$ cat src/rtl/seq_multiplier_hs_if.sv
// rtl/seq_multiplier_hs_if.sv - operand/result handshake bundle for seq_multiplier_hs
//
// Purpose: groups the operand-side and result-side valid/ready handshakes
// of the sequential multiplier into one bundle.
// Signals:
//   in_valid, a, b, signed_mode : operand request (producer -> multiplier)
//   in_ready                    : multiplier can accept operands
//   out_valid, product          : result (multiplier -> consumer)
//   out_ready                   : consumer accepts the result
//   busy                        : multiplier is in CALC or DONE
// Modports: master = producer/consumer side, slave = multiplier side.
interface seq_multiplier_hs_if #(
  parameter int WIDTH = 8
);
  logic                 in_valid;
  logic                 in_ready;
  logic [WIDTH-1:0]     a;
  logic [WIDTH-1:0]     b;
  logic                 signed_mode;
  logic                 out_valid;
  logic                 out_ready;
  logic [2*WIDTH-1:0]   product;
  logic                 busy;

  modport master (
    output in_valid, a, b, signed_mode, out_ready,
    input  in_ready, out_valid, product, busy
  );

  modport slave (
    input  in_valid, a, b, signed_mode, out_ready,
    output in_ready, out_valid, product, busy
  );
endinterface

$ cat src/rtl/seq_multiplier_hs.sv
// rtl/seq_multiplier_hs.sv - shift-add sequential multiplier with valid/ready handshakes
//
// Purpose: multiplies two WIDTH-bit operands (signed or unsigned) by
// retiring one multiplier bit per clock, then holds the 2*WIDTH-bit
// product until the consumer takes it.
// Ports:
//   clk  : clock, rising edge
//   rst  : synchronous, active-high reset
//   bus  : seq_multiplier_hs_if.slave (operand handshake, result handshake, busy)
// Configuration:
//   SEQ_MULT_EARLY_EXIT_EN : when defined, CALC also ends as soon as the
//                            remaining multiplier bits are all zero
//                            (data-dependent latency, identical products).
module seq_multiplier_hs #(
  parameter int WIDTH = 8
) (
  input  logic               clk,
  input  logic               rst,
  seq_multiplier_hs_if.slave bus
);

  localparam int CW = (WIDTH > 2) ? $clog2(WIDTH) : 1;
  localparam logic [CW-1:0] CNT_LAST = CW'(WIDTH - 1);

  typedef enum logic [1:0] {
    IDLE = 2'd0,
    CALC = 2'd1,
    DONE = 2'd2
  } state_t;

  state_t state, state_next;

  logic [WIDTH-1:0]   md;
  logic [WIDTH-1:0]   mr;
  logic [2*WIDTH-1:0] acc;
  logic [2*WIDTH-1:0] product_q;
  logic [CW-1:0]      cnt;
  logic               neg;

  logic [WIDTH-1:0]   a_mag;
  logic [WIDTH-1:0]   b_mag;
  logic [2*WIDTH-1:0] addend;
  logic [2*WIDTH-1:0] acc_sum;
  logic [WIDTH-1:0]   mr_shift;
  logic               calc_last;

  // Magnitudes are WIDTH-bit unsigned, so -2^(WIDTH-1) maps to 2^(WIDTH-1)
  // without needing an extra bit.
  always_comb begin
    a_mag = bus.a;
    b_mag = bus.b;
    if (bus.signed_mode && bus.a[WIDTH-1]) a_mag = WIDTH'(0) - bus.a;
    if (bus.signed_mode && bus.b[WIDTH-1]) b_mag = WIDTH'(0) - bus.b;
  end

  // Datapath for the current CALC cycle; acc_sum includes this cycle's add
  // so the final product can be formed on the same edge that leaves CALC.
  always_comb begin
    addend   = '0;
    if (mr[0]) addend = {{WIDTH{1'b0}}, md} << cnt;
    acc_sum  = acc + addend;
    mr_shift = mr >> 1;
`ifdef SEQ_MULT_EARLY_EXIT_EN
    calc_last = (cnt == CNT_LAST) || (mr_shift == '0);
`else
    calc_last = (cnt == CNT_LAST);
`endif
  end

  always_ff @(posedge clk) begin
    if (rst) state <= IDLE;
    else     state <= state_next;
  end

  always_comb begin
    state_next    = state;
    bus.in_ready  = 1'b0;
    bus.out_valid = 1'b0;
    bus.busy      = 1'b1;
    case (state)
      IDLE: begin
        bus.in_ready = 1'b1;
        bus.busy     = 1'b0;
        if (bus.in_valid) state_next = CALC;
      end
      CALC: begin
        if (calc_last) state_next = DONE;
      end
      DONE: begin
        bus.out_valid = 1'b1;
        if (bus.out_ready) state_next = IDLE;
      end
      default: begin
        state_next = IDLE;
      end
    endcase
  end

  always_ff @(posedge clk) begin
    if (rst) begin
      md        <= '0;
      mr        <= '0;
      acc       <= '0;
      cnt       <= '0;
      neg       <= 1'b0;
      product_q <= '0;
    end else begin
      case (state)
        IDLE: begin
          if (bus.in_valid) begin
            md  <= a_mag;
            mr  <= b_mag;
            neg <= bus.signed_mode & (bus.a[WIDTH-1] ^ bus.b[WIDTH-1]);
            acc <= '0;
            cnt <= '0;
          end
        end
        CALC: begin
          acc <= acc_sum;
          mr  <= mr_shift;
          cnt <= cnt + CW'(1);
          if (calc_last) product_q <= neg ? ((2*WIDTH)'(0) - acc_sum) : acc_sum;
        end
        default: begin
        end
      endcase
    end
  end

  assign bus.product = product_q;

endmodule

$ cat src/flat_wrapper.sv
// flat-port wrapper written by rule: the top's interface ports become plain ports
module seq_multiplier_hs_flat 
#(
  parameter int WIDTH = 8
)
  (clk, rst, bus_in_valid, bus_a, bus_b, bus_signed_mode, bus_out_ready, bus_in_ready, bus_out_valid, bus_product, bus_busy);
  seq_multiplier_hs_if #(.WIDTH(WIDTH)) bus_i ();
  input  logic clk;
  input  logic rst;
  input wire logic [$bits(bus_i.in_valid)-1:0] bus_in_valid;
  input wire logic [$bits(bus_i.a)-1:0] bus_a;
  input wire logic [$bits(bus_i.b)-1:0] bus_b;
  input wire logic [$bits(bus_i.signed_mode)-1:0] bus_signed_mode;
  input wire logic [$bits(bus_i.out_ready)-1:0] bus_out_ready;
  output wire logic [$bits(bus_i.in_ready)-1:0] bus_in_ready;
  output wire logic [$bits(bus_i.out_valid)-1:0] bus_out_valid;
  output wire logic [$bits(bus_i.product)-1:0] bus_product;
  output wire logic [$bits(bus_i.busy)-1:0] bus_busy;
  assign bus_i.in_valid = bus_in_valid;
  assign bus_i.a = bus_a;
  assign bus_i.b = bus_b;
  assign bus_i.signed_mode = bus_signed_mode;
  assign bus_i.out_ready = bus_out_ready;
  assign bus_in_ready = bus_i.in_ready;
  assign bus_out_valid = bus_i.out_valid;
  assign bus_product = bus_i.product;
  assign bus_busy = bus_i.busy;
  seq_multiplier_hs #(.WIDTH(WIDTH)) u_core (.clk(clk), .rst(rst), .bus(bus_i));
endmodule
$ cat config.mk
export PLATFORM = sky130hd
export DESIGN_NAME = seq_multiplier_hs_flat
export DESIGN_NICKNAME = d
export VERILOG_FILES = /design/src/rtl/seq_multiplier_hs_if.sv /design/src/rtl/seq_multiplier_hs.sv /design/src/flat_wrapper.sv
export SDC_FILE = /design/constraint.sdc
export NUM_CORES = 1
export LEC_CHECK = 0
export ABC_AREA = 1
export CAP_MARGIN = 15
export CORE_UTILIZATION = 55
export DETAILED_ROUTE_END_ITERATION = 8
export PLACE_DENSITY = 0.86
export SLEW_MARGIN = 15
export SYNTH_ARGS = -nofsm -noshare
export SYNTH_HDL_FRONTEND = slang
export SYNTH_SLANG_ARGS = --single-unit
export TNS_END_PERCENT = 20
$ cat constraint.sdc
create_clock -name clk -period 4.32 [get_ports clk]
set_clock_uncertainty 0.2 [all_clocks]
set_input_delay 0.432 -clock clk [delete_from_list [all_inputs] [get_ports clk]]
set_output_delay 0.432 -clock clk [all_outputs]
set_load 0.01 [all_outputs]
==> run_results.csv, run 1 <==
group,metric,value,unit
drt,drt-total-wl,10200,um
layout,antenna-diode-count,0,
layout,flow.area_growth_from_synthesis,14.4,%
critical_path,worst-endpoint-required,4.35,ns
clock_network,clock_sinks,54,
die,die-height,87.4,um
grt,grt_max_degree,33,
timing,grt_setup_unrepaired,"false",
critical_path,crit_path_max_fanout,13,
flow_run,drv.max_cap_violation_count,0,
pwr,p_per_area,244,nW/um^2
clock_network,h_tree_level_count,2,
grt,via_count_of_the_first_global_routing_pass,3779,
outcome,outcome,"finished, final reports clean",
grt,met3_track_demand_over_resource,3.60,%
die,ios,40,
clock_network,cts-root-buf,"sky130_fd_sc_hd__clkbuf_8",
synthesis,synth.cell_area,4010,um^2
grt,grt_remaining_overflow,0,
clock_network,cts.repair_timing.setup_buffer_count,0,
timing,max_freq,287,MHz
synthesis,synth_seq_cells,54,
timing,max_slew.worst_pin.slew,0.616,ns
critical_path,critical_path.endpoint_type,"flip-flop",
drt,num_vias,4298,
timing,timing_max_transition_violations_final,0,
synthesis,syn-num-nets,709,
placed_design,numPortBuffers,39,
timing,finalHoldWorstSlack,0.271,ns
synthesis,yosysWarningCount,0,
critical_path,timing.critical_path.from_type,"flip-flop",
die,die_footprint,7640,um^2
drt,post_drt_wl_per_cell,12.9,um
placed_design,placed_area,4470,um^2
clock_network,cts_buffer_count,5,
synthesis,synth-seq-area-share,26.9,%
hold_path,hold_class,"reg2reg",
grt,met2_usage,49.7,%
synthesis,cell_variety_after_synth,35,
timing,setup_viol,0,
drt,drtIter0Drc,233,
grt,gr-usage-met1,33.1,%
grt,global_route_wire_length_before_repair,16700,um
layout,finalNonFillerCells,794,
critical_path,crit_type,"reg2reg",
grt,grt-busiest-layer,"met2",
synthesis,synth_cells,667,
grt,antenna_found_initial,0,
die,initial_utilization,58.1,%
timing,timing.setup.tns,0,ns
placed_design,dp.cells,786,
timing,final_min_period_over_clock_period,80.7,%
die,fp.coreArea,6910,um^2
placed_design,gp_routability_congestion,1.03,
clock_network,clk_pin_slew_worst_paths,0.11,ns
clock_network,clock_insertion_delay_worst_skew,0.33,ns
die,chipWidth,87.4,um
clock_network,cts_max_path_buffers,2,
clock_network,holdBufCountCts,0,
drt,detail_route.vias_per_cell,5.41,
placed_design,dpl.hpwl,7960,um
drt,drtAntennaViolNets,0,
pwr,total_power,1.12,mW
grt,grtUsageTotal,27.8,%
layout,finalNetCount,739,
pwr,leakagePower,2.19,nW
synthesis,synthArstFlopShare,0,%
clock_network,clock_tree_from_tritoncts,"yes",
clock_network,postCtsResizedCells,0,
pwr,vdd_ir_drop_max,149,uV
timing,relSlewSlack,58.9,%
synthesis,syn_avg_cell_area,6.02,um^2
die,num_rows,30,
layout,drive_above_1_share,6.02,%
timing,finalHoldViolations,0,
drt,drtPass1Iterations,5,
synthesis,synth_enable_flop_cells,0,
layout,fin_area,4590,um^2
drt,remaining_design_rule_violation_count,0,
critical_path,worst_ep_arrival_time,3.52,ns
layout,n_fill_cell,651,
synthesis,dominantRegCellSynth,"sky130_fd_sc_hd__dfxtp_1",
timing,finalWorstPathRequiredPeriod,3.49,ns
-- final timing paths --
check	start	endpoint	depth (start not counted)	slack [ns]
worst min-delay path	u_core.mr[7]$_SDFFE_PP0P_	u_core.mr[7]$_SDFFE_PP0P_	2	0.27
worst max register to register	u_core.cnt[0]$_SDFFE_PP0P_	u_core.bus.product[14]$_SDFFE_PP0P_	19	0.83
worst max-delay path	u_core.cnt[0]$_SDFFE_PP0P_	u_core.bus.product[14]$_SDFFE_PP0P_	19	0.83
worst min register to register	u_core.mr[7]$_SDFFE_PP0P_	u_core.mr[7]$_SDFFE_PP0P_	2	0.27
-- routing by layer --
| layer | wire length [um] | share of wire [%] |
|---|---|---|
| met2 | 5100 | 50 |
| met3 | 497 | 4.9 |
| met5 | 0 | 0 |
| met4 | 317 | 3.1 |
| met1 | 4290 | 42 |
-- area by class of cell --
cell class                 count  area, um^2  area share, %
tap                           96         120           2.62
timing repair buffer          43         420           9.16
inverter                      90         338           7.36
sequential                    54        1080           23.5
multi-input combinational    503        2510           54.7
clock inverter                 2        38.8          0.845
clock buffer                   6        82.6           1.80
-- worst max-delay path: stages, from the launching register on --
cell                      delay, ns
sky130_fd_sc_hd__dfxtp_1       0.57
sky130_fd_sc_hd__inv_1         0.18
sky130_fd_sc_hd__o21ai_0       0.28
sky130_fd_sc_hd__nand2_1       0.11
sky130_fd_sc_hd__o22ai_1       0.28
sky130_fd_sc_hd__ha_1          0.35
sky130_fd_sc_hd__nand2_1       0.18
sky130_fd_sc_hd__inv_2         0.06
sky130_fd_sc_hd__nand3_2       0.09
sky130_fd_sc_hd__nand2_2       0.09
sky130_fd_sc_hd__nand2_1       0.08
sky130_fd_sc_hd__nand2_1       0.16
sky130_fd_sc_hd__nor2_1        0.19
sky130_fd_sc_hd__nand3_1       0.11
sky130_fd_sc_hd__nor2_1        0.12
sky130_fd_sc_hd__nand2_1       0.08
sky130_fd_sc_hd__nand3_1       0.07
sky130_fd_sc_hd__nand2_1       0.06
sky130_fd_sc_hd__nor2_1        0.09
sky130_fd_sc_hd__nor2_1        0.05
-- logic make-up (layout without fill, tap and decap cells) --
kind of cell	after synthesis	count (layout)	synth area share (%)
XOR/XNOR	9	9	1.96
AO/OA/AOI/OAI	117	117	16.0
multiplexers	1	1	0.249
AND/OR/NAND/NOR	355	355	37.6
buffers and inverters	110	141	10.5
flip-flops	54	54	26.9
adder cells (fa/ha/maj)	21	21	6.73
-- placed cells by master, fill, tap and decap left out, drive strengths merged, types with 2 or more instances in the layout --
master,instances
a21oi,54
a221oi,2
a31oi,7
and2,3
buf,4
clkbuf,6
clkdlybuf4s50,39
dfxtp,54
ha,20
inv,90
nand2,230
nand3,51
nand3b,3
nand4,4
nor2,62
nor3,2
o211ai,2
o21a,2
o21ai,36
o221ai,3
o22ai,7
xor2,8
-- registers in the layout, summed over array words and instances, names as in the netlist --
name	cells
u_core.mr	8
u_core.neg	1
u_core.state	2
u_core.md	8
u_core.bus.product	16
u_core.cnt	3
u_core.acc	16
-- report_power, final --
group / total, mW / switching [mW] / leakage (nW) / internal (mW)
logic: 0.213 / 0.135 / 1.69 / 0.0782
clock network: 0.377 / 0.186 / 0.0618 / 0.191
registers: 0.531 / 0.0173 / 0.439 / 0.514
total: 1.12 / 0.338 / 2.19 / 0.783
-- Yosys cell counts, types with 2 or more instances --
cell,n,share of area [%]
sky130_fd_sc_hd__o211ai_1,2,0.37
sky130_fd_sc_hd__inv_1,85,7.9
sky130_fd_sc_hd__o21ai_1,2,0.25
sky130_fd_sc_hd__nand3_2,5,1.2
sky130_fd_sc_hd__o21a_1,2,0.37
sky130_fd_sc_hd__o22ai_1,7,1.1
sky130_fd_sc_hd__and2_1,3,0.47
sky130_fd_sc_hd__nand2_1,219,20
sky130_fd_sc_hd__dfxtp_1,54,27
sky130_fd_sc_hd__buf_2,7,0.87
sky130_fd_sc_hd__nand4_1,4,0.62
sky130_fd_sc_hd__nand3b_1,3,0.56
sky130_fd_sc_hd__clkbuf_1,13,1.2
sky130_fd_sc_hd__nand2_2,11,1.7
sky130_fd_sc_hd__a31oi_1,7,1.1
sky130_fd_sc_hd__a221oi_1,2,0.44
sky130_fd_sc_hd__inv_2,4,0.37
sky130_fd_sc_hd__nor3_1,2,0.25
sky130_fd_sc_hd__o21ai_0,34,4.2
sky130_fd_sc_hd__o221ai_1,3,0.65
sky130_fd_sc_hd__xor2_1,8,1.7
sky130_fd_sc_hd__nand3_1,46,5.7
sky130_fd_sc_hd__a21oi_1,54,6.7
sky130_fd_sc_hd__ha_1,20,6.2
sky130_fd_sc_hd__nor2_2,9,1.4
sky130_fd_sc_hd__nor2_1,52,4.9
-- metrics by stage --
| stage | util, % | setup WS (ns) |
|---|---|---|
| floorplan | - | 1.32 |
| global placement | 64.7 | 1.02 |
| detailed placement | 64.7 | 0.892 |
| CTS | 66.5 | 0.877 |
| global route | 66.5 | 0.487 |
| finish | 66.5 | 0.833 |
(Power assumes the default switching activity.)
==> run 2, diff against run 1 <==
--- a/config.mk
+++ b/config.mk
@@ -7,7 +7,7 @@
 export LEC_CHECK = 0
 export ABC_AREA = 1
 export CAP_MARGIN = 15
-export CORE_UTILIZATION = 55
+export CORE_UTILIZATION = 52
 export DETAILED_ROUTE_END_ITERATION = 8
 export PLACE_DENSITY = 0.86
 export SLEW_MARGIN = 15
==> constraint.sdc (replaced) <==
create_clock -name clk -period 3.1 [get_ports clk]
set_clock_uncertainty 0.2 [all_clocks]
set_input_delay 0.31 -clock clk [delete_from_list [all_inputs] [get_ports clk]]
set_output_delay 0.31 -clock clk [all_outputs]
set_load 0.01 [all_outputs]
==> run 2 against run 1 <==
Clock-buffer cell count is 1 lower. Clock power rose by 53%. Core utilization is 4.5 points higher. Flip-flop and latch count unchanged. Cell area grew 14%. Die area rose by 5.6%. First-iteration DRC count up 65%. Register-to-register slack got worse by 0.79 ns.
==> run_results.csv, run 2 (same netlist as run 1, synthesis figures left out) <==
group,metric,value,unit
outcome,outcome,"finished, final reports clean",
die,ios,40,
pwr,p_per_area,325,nW/um^2
drt,remaining_design_rule_violation_count,0,
die,die_footprint,8070,um^2
critical_path,worst-endpoint-required,3.12,ns
die,fp.coreArea,7370,um^2
clock_network,h_tree_level_count,2,
drt,num_vias,4733,
layout,drive_above_1_share,21.7,%
clock_network,holdBufCountCts,0,
critical_path,crit_path_max_fanout,6,
critical_path,critical_path.endpoint_type,"flip-flop",
grt,grtUsageTotal,27.8,%
clock_network,cts-root-buf,"sky130_fd_sc_hd__clkbuf_8",
pwr,leakagePower,2.37,nW
drt,drtAntennaViolNets,0,
grt,global_route_wire_length_before_repair,18700,um
drt,post_drt_wl_per_cell,15.2,um
timing,timing_max_transition_violations_final,0,
clock_network,clock_insertion_delay_worst_skew,0.32,ns
layout,antenna-diode-count,0,
layout,finalNetCount,765,
placed_design,gp_routability_congestion,1.00,
drt,detail_route.vias_per_cell,5.75,
clock_network,cts_max_path_buffers,2,
hold_path,hold_class,"reg2reg",
layout,utilization,71.0,%
timing,setup_viol,0,
layout,flow.area_growth_from_synthesis,30.4,%
drt,drtPass1Iterations,5,
clock_network,clock_sinks,54,
timing,finalWorstSetupSlack,0.0413,ns
timing,finalHoldViolations,0,
pwr,total_power,1.70,mW
grt,grt_max_degree,32,
drt,drt-total-wl,12500,um
placed_design,numPortBuffers,39,
critical_path,crit_type,"reg2reg",
timing,grt_setup_unrepaired,"true",
grt,via_count_of_the_first_global_routing_pass,4275,
pwr,vdd_ir_drop_max,208,uV
die,initial_utilization,54.5,%
clock_network,cts_buffer_count,5,
timing,finalWorstPathRequiredPeriod,3.06,ns
timing,relSlewSlack,59.4,%
layout,layout.cells.most_common_list,"sky130_fd_sc_hd__nand2_1, sky130_fd_sc_hd__inv_1, sky130_fd_sc_hd__dfxtp_1",
timing,max_slew.worst_pin.slew,0.609,ns
layout,most_common_library_cell_in_the_layout_ignoring_fill_and_taps,"sky130_fd_sc_hd__nand2_1",
critical_path,worst_ep_arrival_time,3.08,ns
placed_design,dpl_worst_slack,-0.0586,ns
flow_run,drv.max_cap_violation_count,0,
drt,drtIter0Drc,385,
critical_path,timing.critical_path.from_type,"flip-flop",
die,die-height,89.9,um
grt,grt_remaining_overflow,0,
grt,antenna_found_initial,0,
clock_network,clock_tree_from_tritoncts,"yes",
placed_design,dpl.hpwl,8350,um
timing,max_freq,327,MHz
timing,final_min_period_over_clock_period,98.7,%
die,chipWidth,89.9,um
die,num_rows,31,
clock_network,clk_pin_slew_worst_paths,0.10,ns
[run 2: area by class of cell]
| type | count | area [um^2] |
|---|---|---|
| clock buffers | 5 | 68.8 |
| inverters | 90 | 344 |
| flip-flops and latches | 54 | 1090 |
| fillers | 571 | 2140 |
| repair buffers | 68 | 619 |
| multi-input cells | 503 | 2920 |
| repair inverters | 1 | 5.00 |
| clock inverters | 3 | 68.8 |
| well taps | 99 | 124 |
[run 2: power by group]
| group | internal, mW | switching [mW] |
|---|---|---|
| Sequential | 0.716 | 0.0253 |
| Combinational | 0.152 | 0.229 |
| Clock | 0.324 | 0.253 |
| Total | 1.19 | 0.508 |
[run 2: path summary, 6_finish.rpt]
path / slack (ns) / start / cells past startpoint / to
max: 0.04 / u_core.cnt[0]$_SDFFE_PP0P_ / 24 / u_core.bus.product[14]$_SDFFE_PP0P_
max reg2reg: 0.04 / u_core.cnt[0]$_SDFFE_PP0P_ / 24 / u_core.bus.product[14]$_SDFFE_PP0P_
min: 0.27 / u_core.mr[7]$_SDFFE_PP0P_ / 2 / u_core.mr[7]$_SDFFE_PP0P_
min reg2reg: 0.27 / u_core.mr[7]$_SDFFE_PP0P_ / 2 / u_core.mr[7]$_SDFFE_PP0P_
[run 2: timing repair]
item | 4_1_cts | 5_1_grt
setup buffers | 0 | 19
endpoints found under the setup margin | 7 | 10
cloned | 0 | 1
gates resized for setup | 3 | 123
pin swaps | 0 | 45
[run 2: routing by layer]
| layer | share of wire, % | wire, um | vias to the layer above | GRT usage [%] |
|---|---|---|---|---|
| li1 | - | - | 2255 | - |
| met1 | 37 | 4650 | 2156 | 30.9 |
| met2 | 50 | 6270 | 236 | 50.3 |
| met3 | 6.2 | 782 | 86 | 3.89 |
| met4 | 6.6 | 822 | 0 | 16.4 |
| met5 | 0 | 0 | - | 0 |
[run 2: metrics by stage]
step | area, um^2 | instances | setup TNS (ns) | hold WS (ns)
2_1_floorplan | 4010 | 667 | 0 | 0.188
3_3_place_gp | 4530 | 796 | 0 | 0.253
3_5_place_dp | 4530 | 796 | -0.102 | 0.260
4_1_cts | 4670 | 804 | 0 | 0.276
5_1_grt | 5230 | 823 | -0.936 | 0.296
6_report | 5230 | 823 | 0 | 0.274
[run 2: worst max-delay path: stages (launching register included)]
cell,delay (ns)
sky130_fd_sc_hd__dfxtp_4,0.43
sky130_fd_sc_hd__buf_6,0.13
sky130_fd_sc_hd__nand2_1,0.04
sky130_fd_sc_hd__nand2_1,0.07
sky130_fd_sc_hd__inv_1,0.05
sky130_fd_sc_hd__nand2_1,0.07
sky130_fd_sc_hd__o21ai_2,0.08
sky130_fd_sc_hd__o22ai_2,0.24
sky130_fd_sc_hd__ha_4,0.26
sky130_fd_sc_hd__nand2_4,0.10
sky130_fd_sc_hd__inv_1,0.06
sky130_fd_sc_hd__nand2_1,0.08
sky130_fd_sc_hd__nand2_2,0.07
sky130_fd_sc_hd__inv_2,0.09
sky130_fd_sc_hd__nand2_2,0.09
sky130_fd_sc_hd__nand2_1,0.12
sky130_fd_sc_hd__nand2_2,0.10
sky130_fd_sc_hd__nor2_4,0.13
sky130_fd_sc_hd__nand3_2,0.11
sky130_fd_sc_hd__nor2_2,0.11
sky130_fd_sc_hd__nand2_1,0.07
sky130_fd_sc_hd__nand3_1,0.07
sky130_fd_sc_hd__nand2_1,0.07
sky130_fd_sc_hd__nor2_1,0.10
sky130_fd_sc_hd__nor2_1,0.04
==> run 3, diff against run 2 <==
--- a/config.mk
+++ b/config.mk
@@ -5,12 +5,11 @@
 export SDC_FILE = /design/constraint.sdc
 export NUM_CORES = 1
 export LEC_CHECK = 0
-export ABC_AREA = 1
 export CAP_MARGIN = 15
-export CORE_UTILIZATION = 52
+export CORE_UTILIZATION = 50
 export DETAILED_ROUTE_END_ITERATION = 8
-export PLACE_DENSITY = 0.86
-export SLEW_MARGIN = 15
+export PLACE_DENSITY = 0.84
+export SLEW_MARGIN = 20
 export SYNTH_ARGS = -nofsm -noshare
 export SYNTH_HDL_FRONTEND = slang
 export SYNTH_SLANG_ARGS = --single-unit
==> run 3 against run 2 <==
Synthesized area shrank 5.0%. Power shrank 9.3%. The flow now finishes with violations (negative setup slack). Largest power group unchanged. Synthesized cell count shrank 27%. Highest routed layer unchanged. Clock power shrank 29%. Maximum frequency shrank 18%. Core utilization grew 2.5 points. Combinational power grew 3%. Cell count shrank 16%. Flip-flop and latch count is the same. Sequential power shrank 0.5%. Cell area grew 3.0%. Critical path depth shrank 8.
==> run_results.csv, run 3 <==
group,metric,value,unit
outcome,outcome,"complete, but fails checks",
outcome,failing_checks,"negative setup slack",
synthesis,netlist_top_cells_area,"sky130_fd_sc_hd__dfxtp_1, sky130_fd_sc_hd__nor2_1, sky130_fd_sc_hd__ha_1",
synthesis,synth.cell_area,3810,um^2
synthesis,syn_avg_cell_area,7.80,um^2
layout,utilization,73.6,%
synthesis,synth_seq_cells,54,
pwr,total_power,1.54,mW
die,fp.coreArea,7330,um^2
placed_design,dpl.hpwl,7570,um
synthesis,cell_variety_after_synth,67,
critical_path,worst-path-buf-inv,3,
grt,global_route_wire_length_before_repair,18000,um
placed_design,placed_area,4840,um^2
drt,drtPass1Iterations,4,
grt,grt_remaining_overflow,0,
die,chipWidth,89.4,um
critical_path,critical-path-slowest-cell,"sky130_fd_sc_hd__dfxtp_4",
clock_network,cts_buffer_count,5,
layout,n_fill_cell,513,
critical_path,cpPeakStageDelay,0.40,ns
drt,num_vias,4071,
die,initial_utilization,52.0,%
critical_path,crit_path_max_fanout,6,
timing,relSlewSlack,45.4,%
critical_path,timing.critical_path.cells,"buf_6 > mux2i_4 > a21oi_2 > a21oi_1 > nor2b_1 > ha_2 > buf_4 > o211ai_1 > a21oi_2 > a22oi_2 > nor3b_4 > o211ai_4 > buf_4 > o41ai_4 > xor2_1 > a211oi_1",
synthesis,synth_enable_flop_cells,0,
clock_network,clock_insertion_delay_worst_skew,0.32,ns
critical_path,worst-endpoint-required,3.08,ns
synthesis,synth-seq-area-share,28.3,%
clock_network,cts_max_path_buffers,2,
layout,most_common_library_cell_in_the_layout_ignoring_fill_and_taps,"sky130_fd_sc_hd__buf_4",
grt,antenna_found_initial,0,
layout,flow.area_growth_from_synthesis,41.4,%
synthesis,dominantRegCellSynth,"sky130_fd_sc_hd__dfxtp_1",
placed_design,numPortBuffers,39,
critical_path,critical_path.top_delay_family,"compound AO/OA/AOI/OAI gates",
layout,fin_area,5390,um^2
synthesis,fraction_of_post_synthesis_cell_area_in_the_top_cell_type_by_area,28.3,%
timing,max_slew.worst_pin.slew,0.817,ns
clock_network,clock_sinks,54,
layout,layout.cells.most_common_list,"sky130_fd_sc_hd__buf_4, sky130_fd_sc_hd__nor2_1, sky130_fd_sc_hd__nand2_1",
clock_network,clk_pin_slew_worst_paths,0.10,ns
die,num_rows,31,
layout,finalNetCount,633,
timing,finalWorstPathRequiredPeriod,3.72,ns
timing,max_freq,269,MHz
synthesis,post_synth_most_frequent_cells,"sky130_fd_sc_hd__nor2_1, sky130_fd_sc_hd__dfxtp_1, sky130_fd_sc_hd__nand2_1",
timing,finalWorstSetupSlack,-0.623,ns
critical_path,timing.critical_path.from_type,"flip-flop",
layout,antenna-diode-count,0,
die,ios,40,
grt,via_count_of_the_first_global_routing_pass,4030,
grt,grt_max_degree,39,
grt,grtUsageTotal,29.5,%
synthesis,yosysWarningCount,0,
timing,finalHoldViolations,0,
clock_network,clock_tree_from_tritoncts,"yes",
drt,remaining_design_rule_violation_count,0,
flow_run,drv.max_cap_violation_count,0,
clock_network,cts-root-buf,"sky130_fd_sc_hd__clkbuf_8",
layout,drive_above_1_share,28.5,%
synthesis,syn-num-nets,531,
synthesis,post-synth-top-count-cell,"sky130_fd_sc_hd__nor2_1",
timing,setup_viol,19,
critical_path,worst_ep_arrival_time,3.70,ns
clock_network,h_tree_level_count,2,
synthesis,synth_cells,489,
synthesis,synthDominantAreaCellType,"sky130_fd_sc_hd__dfxtp_1",
synthesis,synthArstFlopShare,0,%
pwr,vdd_ir_drop_max,197,uV
critical_path,critical_path.endpoint_type,"flip-flop",
drt,drtAntennaViolNets,0,
hold_path,hold_class,"reg2reg",
die,die-height,89.4,um
die,die_footprint,7980,um^2
critical_path,crit_type,"reg2reg",
drt,drt-total-wl,11700,um
timing,grt_setup_unrepaired,"true",
pwr,leakagePower,2.09,nW
drt,post_drt_wl_per_cell,17.0,um
timing,timing_max_transition_violations_final,0,
drt,drtIter0Drc,244,
drt,detail_route.vias_per_cell,5.89,
timing,final_min_period_over_clock_period,120,%
pwr,p_per_area,286,nW/um^2
placed_design,gp_routability_congestion,0.918,
## run 3: cell count changes after synthesis, moves of 9 or more
cell and delta:
sky130_fd_sc_hd__nor2_2 -9, sky130_fd_sc_hd__o21ai_0 -21, sky130_fd_sc_hd__nor2_1 +15, sky130_fd_sc_hd__nand2_1 -165, sky130_fd_sc_hd__a211oi_1 +14, sky130_fd_sc_hd__nand3_1 -25
sky130_fd_sc_hd__a21oi_1 -9, sky130_fd_sc_hd__xor2_1 +11, sky130_fd_sc_hd__a22oi_1 +11, sky130_fd_sc_hd__inv_1 -71, sky130_fd_sc_hd__nor3_1 +10, sky130_fd_sc_hd__nand2_2 -11
sky130_fd_sc_hd__nand2b_1 +10, sky130_fd_sc_hd__clkbuf_1 +13
## run 3: worst paths after layout
| check | slack, ns | to | depth (start not counted) | start |
|---|---|---|---|---|
| worst min register to register | 0.26 | u_core.bus.product[7]$_SDFFE_PP0P_ | 2 | u_core.bus.product[7]$_SDFFE_PP0P_ |
| worst max register to register | -0.62 | u_core.bus.product[15]$_SDFFE_PP0P_ | 16 | u_core.cnt[1]$_SDFFE_PP0P_ |
| worst max-delay path | -0.62 | u_core.bus.product[15]$_SDFFE_PP0P_ | 16 | u_core.cnt[1]$_SDFFE_PP0P_ |
| worst min-delay path | 0.26 | u_core.bus.product[7]$_SDFFE_PP0P_ | 2 | u_core.bus.product[7]$_SDFFE_PP0P_ |
## run 3: final cells by class
| class | instances | area [um^2] | area share [%] |
|---|---|---|---|
| Clock buffer | 5 | 68.8 | 1.28 |
| Clock inverter | 3 | 21.3 | 0.394 |
| Inverter | 14 | 56.3 | 1.04 |
| Multi-Input combinational cell | 390 | 2970 | 55.1 |
| Sequential cell | 54 | 1090 | 20.2 |
| Tap cell | 99 | 124 | 2.30 |
| Timing Repair Buffer | 126 | 1060 | 19.7 |
## run 3: timing repair
action	4_1_cts	5_1_grt
resized for setup	41	31
pin swaps	20	17
endpoints found under the setup margin	19	20
buffers inserted	6	5
hold buffers	0	0
## run 3: logic make-up (layout without fill, tap and decap cells)
family                   after synthesis  in the layout  share of synthesized area, %
adder cells (fa/ha/maj)               21             21                          7.08
AO/OA/AOI/OAI                        132            132                          24.4
flip-flops                            54             54                          28.3
XOR/XNOR                              31             31                          7.71
AND/OR/NAND/NOR                      195            195                          24.6
buffers and inverters                 45            148                          4.85
multiplexers                          11             11                          3.02
## run 3: worst min-delay path, delay by kind of cell (launching register included)
kind	cells	cell delay, ns
simple gates	1	0.05
flops	1	0.32
compound gates	1	0.05
## run 3: power by group
part	internal (mW)	total, mW	leakage (nW)	switching [mW]
combinational	0.189	0.393	1.60	0.203
clock	0.160	0.412	0.0441	0.253
sequential	0.714	0.738	0.440	0.0243
total	1.06	1.54	2.09	0.480
## run 3: stage by stage
stage	setup TNS, ns	hold slack, ns	std cells	worst slack, ns
final	-5.91	0.261	691	-0.623
after global routing	-8.54	0.285	691	-0.763
after CTS	-3.70	0.266	687	-0.469
after detailed placement	-8.12	0.254	673	-0.741
after global placement	-4.45	0.237	673	-0.502
after floorplan	-2.17	0.232	489	-0.400
## run 3: layer usage
layer / global-route usage [%] / routed length, um / part of all wire [%] / vias to the layer above
met5: 0 / 0 / 0 / -
met4: 15.3 / 539 / 4.6 / 0
met3: 4.16 / 619 / 5.3 / 44
met2: 56.4 / 6160 / 52 / 159
met1: 31.3 / 4420 / 38 / 1928
li1: - / - / - / 1940
